`src/rtl/ntt_cmd_if.sv`:
```
// Command/status bundle between a host sequencer and the NTT command controller.
// The host drives start/set_state; the controller drives everything else.
interface ntt_cmd_if #(
  parameter int N_LOG2 = 8
);
  logic              start;
  logic [2:0]        set_state;
  logic              busy;
  logic              done;
  logic              err;
  logic [2:0]        op_mode;
  logic              bfu_en;
  logic [2:0]        stage;
  logic [N_LOG2-2:0] idx;

  modport master (
    output start, set_state,
    input  busy, done, err, op_mode, bfu_en, stage, idx
  );

  modport slave (
    input  start, set_state,
    output busy, done, err, op_mode, bfu_en, stage, idx
  );
endinterface

```
`src/rtl/ntt_cmd_ctrl.sv`:
```
// NTT command controller: accepts edge-triggered commands and sequences the
// butterfly issue enable, stage and index through RUN, DRAIN and FIN.
module ntt_cmd_ctrl #(
  parameter int N_LOG2   = 8,
  parameter int PIPE_LAT = 4
) (
  input  logic     clk,
  input  logic     rst,
  ntt_cmd_if.slave cmd
);
  localparam int IW = N_LOG2 - 1;
  localparam int DW = (PIPE_LAT > 1) ? $clog2(PIPE_LAT) : 1;
  localparam logic [IW-1:0] STAGE_LAST_IDX = IW'((1 << (N_LOG2 - 2)) - 1);
  localparam logic [IW-1:0] IDX_ONE        = IW'(1);
  localparam logic [2:0]    LAST_STAGE     = 3'(N_LOG2 - 1);

  localparam logic [2:0] CODE_NOP  = 3'd0;
  localparam logic [2:0] CODE_NTT  = 3'd1;
  localparam logic [2:0] CODE_INTT = 3'd3;
  localparam logic [2:0] CODE_RD   = 3'd4;

  typedef enum logic [1:0] {IDLE, RUN, DRAIN, FIN} state_t;

  state_t          state_reg;
  logic            start_d_reg;
  logic            armed_reg;
  logic            busy_reg;
  logic            done_reg;
  logic            err_reg;
  logic            bfu_en_reg;
  logic [2:0]      op_mode_reg;
  logic [2:0]      stage_reg;
  logic [IW-1:0]   idx_reg;
  logic [DW-1:0]   drain_cnt_reg;

  logic accept;
  logic is_intt;
  logic is_xform;
  logic last_issue;

  // armed_reg blocks the first post-reset cycle so a start held through reset
  // is only seen as a level, never as a fresh edge.
  always_comb begin
    accept   = cmd.start && !start_d_reg && armed_reg && (state_reg == IDLE);
    is_intt  = (op_mode_reg == CODE_INTT);
    is_xform = (op_mode_reg == CODE_NTT) || is_intt;
    if (is_xform) begin
      last_issue = (idx_reg == STAGE_LAST_IDX) &&
                   (stage_reg == (is_intt ? 3'd0 : LAST_STAGE));
    end else begin
      last_issue = &idx_reg;
    end
  end

  always_ff @(posedge clk or posedge rst) begin
    if (rst) begin
      state_reg     <= IDLE;
      start_d_reg   <= 1'b0;
      armed_reg     <= 1'b0;
      busy_reg      <= 1'b0;
      done_reg      <= 1'b0;
      err_reg       <= 1'b0;
      bfu_en_reg    <= 1'b0;
      op_mode_reg   <= CODE_NOP;
      stage_reg     <= 3'd0;
      idx_reg       <= '0;
      drain_cnt_reg <= '0;
    end else begin
      start_d_reg <= cmd.start;
      armed_reg   <= 1'b1;
      done_reg    <= 1'b0;
      err_reg     <= 1'b0;
      case (state_reg)
        IDLE: begin
          if (accept) begin
            if (cmd.set_state > CODE_RD) begin
              err_reg <= 1'b1;
            end else begin
              op_mode_reg <= cmd.set_state;
              if (cmd.set_state == CODE_NOP) begin
                state_reg <= FIN;
                done_reg  <= 1'b1;
              end else begin
                state_reg  <= RUN;
                busy_reg   <= 1'b1;
                bfu_en_reg <= 1'b1;
                idx_reg    <= '0;
                stage_reg  <= (cmd.set_state == CODE_INTT) ? LAST_STAGE : 3'd0;
              end
            end
          end
        end
        RUN: begin
          if (last_issue) begin
            bfu_en_reg <= 1'b0;
            if (PIPE_LAT == 0) begin
              state_reg <= FIN;
              busy_reg  <= 1'b0;
              done_reg  <= 1'b1;
              idx_reg   <= '0;
              stage_reg <= 3'd0;
            end else begin
              state_reg     <= DRAIN;
              drain_cnt_reg <= DW'(PIPE_LAT - 1);
            end
          end else if (is_xform && (idx_reg == STAGE_LAST_IDX)) begin
            idx_reg   <= '0;
            stage_reg <= is_intt ? (stage_reg - 3'd1) : (stage_reg + 3'd1);
          end else begin
            idx_reg <= idx_reg + IDX_ONE;
          end
        end
        DRAIN: begin
          if (drain_cnt_reg == '0) begin
            state_reg <= FIN;
            busy_reg  <= 1'b0;
            done_reg  <= 1'b1;
            idx_reg   <= '0;
            stage_reg <= 3'd0;
          end else begin
            drain_cnt_reg <= drain_cnt_reg - DW'(1);
          end
        end
        FIN:     state_reg <= IDLE;
        default: state_reg <= IDLE;
      endcase
    end
  end

  assign cmd.busy    = busy_reg;
  assign cmd.done    = done_reg;
  assign cmd.err     = err_reg;
  assign cmd.bfu_en  = bfu_en_reg;
  assign cmd.op_mode = op_mode_reg;
  assign cmd.stage   = stage_reg;
  assign cmd.idx     = idx_reg;
endmodule

```
`src/flat_wrapper.sv`:
```
// flat-port wrapper written by rule: the top's interface ports become plain ports
module ntt_cmd_ctrl_flat 
#(
  parameter int N_LOG2   = 8,
  parameter int PIPE_LAT = 4
)
  (clk, rst, cmd_start, cmd_set_state, cmd_busy, cmd_done, cmd_err, cmd_op_mode, cmd_bfu_en, cmd_stage, cmd_idx);
  ntt_cmd_if #(.N_LOG2(N_LOG2)) cmd_i ();
  input  logic clk;
  input  logic rst;
  input wire logic [$bits(cmd_i.start)-1:0] cmd_start;
  input wire logic [$bits(cmd_i.set_state)-1:0] cmd_set_state;
  output wire logic [$bits(cmd_i.busy)-1:0] cmd_busy;
  output wire logic [$bits(cmd_i.done)-1:0] cmd_done;
  output wire logic [$bits(cmd_i.err)-1:0] cmd_err;
  output wire logic [$bits(cmd_i.op_mode)-1:0] cmd_op_mode;
  output wire logic [$bits(cmd_i.bfu_en)-1:0] cmd_bfu_en;
  output wire logic [$bits(cmd_i.stage)-1:0] cmd_stage;
  output wire logic [$bits(cmd_i.idx)-1:0] cmd_idx;
  assign cmd_i.start = cmd_start;
  assign cmd_i.set_state = cmd_set_state;
  assign cmd_busy = cmd_i.busy;
  assign cmd_done = cmd_i.done;
  assign cmd_err = cmd_i.err;
  assign cmd_op_mode = cmd_i.op_mode;
  assign cmd_bfu_en = cmd_i.bfu_en;
  assign cmd_stage = cmd_i.stage;
  assign cmd_idx = cmd_i.idx;
  ntt_cmd_ctrl #(.N_LOG2(N_LOG2), .PIPE_LAT(PIPE_LAT)) u_core (.clk(clk), .rst(rst), .cmd(cmd_i));
endmodule
```
`config.mk`:
```
export PLATFORM = sky130hd
export DESIGN_NAME = ntt_cmd_ctrl_flat
export DESIGN_NICKNAME = d
export VERILOG_FILES = /design/src/rtl/ntt_cmd_if.sv /design/src/rtl/ntt_cmd_ctrl.sv /design/src/flat_wrapper.sv
export SDC_FILE = /design/constraint.sdc
export NUM_CORES = 1
export LEC_CHECK = 0
export BUFFER_PORTS_ARGS = -buffer_cell sky130_fd_sc_hd__buf_2
export CORE_MARGIN = 3
export CORE_UTILIZATION = 32
export DETAILED_ROUTE_END_ITERATION = 7
export GPL_TIMING_DRIVEN = 0
export PLACE_DENSITY = 0.5
export SYNTH_ARGS = -nofsm -noshare
export SYNTH_HDL_FRONTEND = slang
export SYNTH_SLANG_ARGS = --single-unit
```
`constraint.sdc`:
```
create_clock -name clk -period 4.2 [get_ports clk]
set_input_delay 0.21 -clock clk [delete_from_list [all_inputs] [get_ports clk]]
set_output_delay 0.21 -clock clk [all_outputs]
set_load 0.005 [all_outputs]
```
# [Yosys cells after proc, flatten, opt, wreduce, memory -nomap -nowiden]
# Index checks and enable logic that the tools add are counted.
[word_totals] output_inout_bits=17 wordCells=97 regBits=23
[op_classes] n_addsub=4 magnitude_cmp=1 bitwise_logic=1 n_reduce_logical=22 n_eq_ne=16 mux=42
[op_table] op="$mux 7" n=6
[op_table] op="$mux 3" n=9
[op_table] op="$pmux 7 s3" n=1
[op_table] op="$mux 2" n=7
[op_table] op="$reduce_and 7->1" n=2
[op_table] op="$mux 1" n=13
[op_table] op="$reduce_and 5->1" n=2
[op_table] op="$pmux 3 s3" n=1
[op_table] op="$ne 2x1->1 const B" n=4
[op_table] op="$ne 2x2->1 const B" n=4
[op_table] op="$pmux 2 s4" n=1
[op_table] op="$add 7x1->7 const B" n=1
[op_table] op="$eq 7x6->1 const B" n=1
[op_table] op="$eq 3x2->1 const B" n=2
[op_table] op="$pmux 1 s2" n=3
[op_table] op="$reduce_and 3->1" n=2
[op_table] op="$reduce_and 6->1" n=1
[op_table] op="$reduce_bool 2->1" n=3
[op_table] op="$logic_and 1x1->1" n=5
[op_table] op="$eq 2x2->1 const B" n=2
[op_table] op="$logic_not 2->1" n=2
[op_table] op="$pmux 2 s2" n=1
[op_table] op="$reduce_and 4->1" n=1
[op_table] op="$add 3x1->3 const B" n=1
[op_table] op="other kinds (11)" n=11

# [Longest topological paths before layout]
[logic_depth] depth_word=7 ltp_mapped=8

# [Worst setup path before layout]
# No wires, ideal clock.
[synth_path] path_kind="register to register" startpoint="register u_core.op_mode_reg[2], in the netlist u_core.cmd.op_mode[2]" endpoint="register u_core.stage_reg[0], in the netlist u_core.cmd.stage[0]" arrival_ns=2.076 setup_ns=0.125 path_buffers=0 path_stages_with_launch=9 slack_ns=1.999 path_cell_list="dfrtp_1 nand2b_1 nor2_1 ha_1 inv_1 a2111oi_4 o21a_2 nor3_2 mux2_2"
[synth_between] elab_chain_cells=7 elab_cells_between_ends=15
[synth_rtl] item="start, declared" line="ntt_cmd_ctrl.sv:31" rtl="logic [2:0] op_mode_reg;"
[synth_rtl] item="start signal, assigned" line="ntt_cmd_ctrl.sv:79" rtl="op_mode_reg <= cmd.set_state;"
[synth_rtl] item="$eq 3x2->1" line="ntt_cmd_ctrl.sv:45" rtl="is_intt = (op_mode_reg == CODE_INTT);"
[synth_rtl] item="$mux 3" line="ntt_cmd_ctrl.sv:49" rtl="(stage_reg == (is_intt ? 3'd0 : LAST_STAGE));"
[synth_rtl] item="$eq 3x3->1" line="ntt_cmd_ctrl.sv:49"
[synth_rtl] item="$logic_and 1x1->1" line="ntt_cmd_ctrl.sv:48" rtl="last_issue = (idx_reg == STAGE_LAST_IDX) &&"
[synth_rtl] item="$mux 1" line="ntt_cmd_ctrl.sv:47" rtl="if (is_xform) begin"
[synth_rtl] item="$ne 2x2->1 (no source line)"
[synth_rtl] item="$reduce_and 7->1 (no source line)"
[synth_rtl] item="end signal, assigned" line="ntt_cmd_ctrl.sv:88" rtl="stage_reg <= (cmd.set_state == CODE_INTT) ? LAST_STAGE : 3'd0;"
[synth_rtl] item="end signal, assigned" line="ntt_cmd_ctrl.sv:108" rtl="stage_reg <= is_intt ? (stage_reg - 3'd1) : (stage_reg + 3'd1);"
[synth_rtl] item="end, declared" line="ntt_cmd_ctrl.sv:32" rtl="logic [2:0] stage_reg;"
# Several ways; a longest one is shown, not always the timed one. The select of a mux whose other input is x is not followed.
# A chain may end at the register's enable or synchronous reset.

# [Worst setup path after layout]
[layout_path] startpoint="register u_core.op_mode_reg[2], in the netlist u_core.cmd.op_mode[2]" endpoint="register u_core.idx_reg[5], in the netlist u_core.cmd.idx[5]"
[layout_between] elab_chain_cells=7 elab_cells_between_ends=13
[layout_rtl] item="$eq 3x2->1" line="ntt_cmd_ctrl.sv:45"
[layout_rtl] item="$mux 3" line="ntt_cmd_ctrl.sv:49"
[layout_rtl] item="$eq 3x3->1" line="ntt_cmd_ctrl.sv:49"
[layout_rtl] item="$logic_and 1x1->1" line="ntt_cmd_ctrl.sv:48"
[layout_rtl] item="$mux 1" line="ntt_cmd_ctrl.sv:47"
[layout_rtl] item="$ne 2x2->1 (no source line)"
[layout_rtl] item="$reduce_and 6->1 (no source line)"
[layout_rtl] item="end signal, assigned" line="ntt_cmd_ctrl.sv:110" rtl="idx_reg <= idx_reg + IDX_ONE;"
[layout_rtl] item="end, declared" line="ntt_cmd_ctrl.sv:33" rtl="logic [IW-1:0] idx_reg;"
# Several ways; a longest one is shown, not always the timed one. The select of a mux whose other input is x is not followed.

==> flow_summary.ini <==
[status]
status = finished, final reports clean

[synthesis]
async_reset_ff_share_pct = 100.0
synth-xor-area-share_pct = 1.284
synthMuxAreaShare_pct = 2.385
syn_avg_cell_area_um2 = 9.812
synth-simple-area-share_pct = 17.71
ys_types = 46
yosysSeqAreaShare_pct = 42.20
synth_edf_count = 0
synth_top_family_by_area = compound AO/OA/AOI/OAI gates
ys_ff_latch = 23
synth_ff_type = dfrtp_1
ys_warn_count = 0
synthCells = 139
synth_compound_area_share_pct = 25.23
yosys.area_share.adder_pct = 7.890
syn_nets = 153
netlist_area_um2 = 1364

[clock_tree]
cts.sinks = 23
insertion_delay_ns = 0.27
ctsResizeCount = 0
clkTransAtPathRegs_ns = 0.09
clockRootBuffer = clkbuf_8
htree_levels = 1
cts_tree = done
ctsHoldBuffers = 0
clockBufferDepth = 2
numCtsBuffers = 3
postCtsSetupRepairBufs = 0

[power_and_ir_drop]
p_seq_share_pct = 32.6
switching_share_pct = 43.97
switchingPower_mw = 0.4412
clkPwrFrac_pct = 14.3
ir_worst_vdd_mv = 0.2664
p_leak_nw = 0.7439
p_comb_share_pct = 53.1
p_per_area_nw_per_um2 = 633.9
p_int_mw = 0.5621

[grt]
antenna_found_initial = 0
overflow = 0
first_global_vias = 1115
grt_pass1_wl_um = 5099
grt_max_degree = 24
track_usage_pct = 12.44

[timing]
finalHoldViolCount = 0
maxSlewHeadroom_pct = 36.98
period_needed_ns = 2.562
fin_setup_tns_ns = 0
worst_slew_pin_slew_ns = 0.9442
finClkSkew_ns = 0.009665
min_period_over_period_pct = 60.99
max_freq_mhz = 390.4
drv_slew = 0
rsz0062_at_grt = false
setup-violations-final = 0

[setup_path]
startpoint_type = register
criticalPathCategory = register to register
timing.critical_path.slowest_stage_cell = o21ai_0
crit_chain = nand2b_1 > nor2_1 > ha_1 > inv_1 > a2111oi_4 > o21ai_0 > nand3_1 > o31ai_1
crit_required_ns = 4.38
cp.arrival_ns = 2.74
end_kind = register
crit_fanout = 5
cpPeakStageDelay_ns = 0.51

[die]
floorplan.initialDensity_pct = 33.61
die_w_um = 71.29
die-area_um2 = 5082
core_area_um2 = 4058
rows = 23
ios = 23
die_y_um = 71.29

[drt]
post-route-drc-count = 0
vias = 1148
dr.pass1.iters = 4
postRouteAntennaNets = 0
wl_per_cell_um = 14.18
viasPerCell = 5.340
drtIter0Drc = 88
drt_wl_total_um = 3048

[cells_and_area]
largest_reg_flops = 7
drive_above_1_share_pct = 20.00
syn2layout_area_growth_pct = 16.06
layout.nets = 180
num_antenna_cells = 0
post-route-util_pct = 39.01

[place]
place.gp.congestion = 0.7932
dp_hpwl_um = 2310
port-buffer-count = 22

[flow_run]
drv_cap = 0

[worst_hold_path]
hp-class = primary input to register
## path summary, 6_finish.rpt
check	startpoint	endpoint	slack (ns)	cells after the start
min in group asynchronous	rst	u_core.cmd.done$_DFF_PP0_	0.14	2
setup reg to reg	u_core.cmd.op_mode[2]$_DFFE_PP0P_	u_core.cmd.idx[5]$_DFFE_PP0P_	1.64	8
setup / recovery	u_core.cmd.op_mode[2]$_DFFE_PP0P_	u_core.cmd.idx[5]$_DFFE_PP0P_	1.64	8
max in group asynchronous	rst	u_core.cmd.idx[3]$_DFFE_PP0P_	3.48	2
hold / removal	cmd_start	u_core.start_d_reg$_DFF_PP0_	0.05	1
hold reg to reg	u_core.cmd.bfu_en$_DFFE_PP0P_	u_core.cmd.bfu_en$_DFFE_PP0P_	0.48	1
## per-stage QoR
| step | worst slack [ns] | std cells | hold slack, ns | area [um2] | power [mW] |
|---|---|---|---|---|---|
| final | 1.639 | 215 | 0.05123 | 1583 | 1.003 |
| after global routing | 1.337 | 215 | 0.04435 | 1583 | 1.098 |
| after CTS | 1.631 | 215 | 0.04507 | 1583 | 1.018 |
| after detailed placement | 1.667 | 211 | 0.3342 | 1536 | 0.8733 |
| after global placement | 1.715 | 211 | 0.3330 | 1536 | 0.8534 |
| after floorplan | 1.999 | 139 | 0.2119 | 1364 | 0.7237 |
## cell usage in the layout, fill, tap and decap left out, drive strengths merged, types with 3 or more instances in the layout
cell,n
o31ai,8
nor2,14
nor3,4
o21ai,13
a31oi,3
a211oi,3
nor2b,3
buf,22
dfrtp,23
ha,7
clkbuf,5
inv,9
nand2,8
nand3,8
## metal layers
metal / wire (um) / up-vias / global-route usage [%]
li1: - / 570 / -
met1: 1440 / 554 / 16.39
met2: 1488 / 20 / 20.31
met3: 83 / 4 / 2.104
met4: 36 / 0 / 5.010
met5: 0 / - / 0
## Yosys cell counts, drive strengths merged (2+ instances only)
library cell,count,area share (%)
a2111oi,2,4.0
a211oi,3,1.7
a21oi,2,0.73
a31oi,3,1.4
and3,2,0.92
clkbuf,2,0.55
dfrtp,23,42
ha,7,6.4
inv,9,2.5
mux2,2,1.7
nand2,8,2.2
nand3,8,2.9
nor2,14,4.0
nor2b,3,1.4
nor3,4,1.8
o21ai,13,4.8
o31ai,8,4.4
o41ai,2,1.3
## worst max-delay path, delay by kind of cell (launching register included)
kind / cells / cell delay [ns]
adders and majority gates: 1 / 0.29
and+or+nand+nor: 3 / 0.85
DFF: 1 / 0.40
buffers and inverters: 1 / 0.09
AOI/OAI and AO/OA: 3 / 0.83
## final cells by class
cell class / instances / area (um2)
buffer: 2 / 7.507
clock buffer: 3 / 41.29
clock inverter: 1 / 5.005
fill: 400 / 2475
inverter: 9 / 33.78
multi-input combinational: 105 / 747.0
sequential: 23 / 575.6
tap: 50 / 62.56
timing repair buffer: 22 / 110.1
## kinds of logic after synthesis
group | count (synthesis)
simple gates | 47
buf+inv | 11
other cells | 1
flops | 23
mux | 3
fa+ha+maj | 8
xor+xnor | 2
compound gates | 44
## power by group through the flow
stage | sequential, mW | clock, mW | combinational, mW
6_report | 0.327 | 0.143 | 0.533
2_1_floorplan | 0.328 | 0 | 0.396
3_5_place_dp | 0.333 | 0 | 0.541
5_1_grt | 0.336 | 0.156 | 0.605
4_1_cts | 0.328 | 0.150 | 0.541
3_3_place_gp | 0.329 | 0 | 0.524
Power figures use the tool's default switching activity.
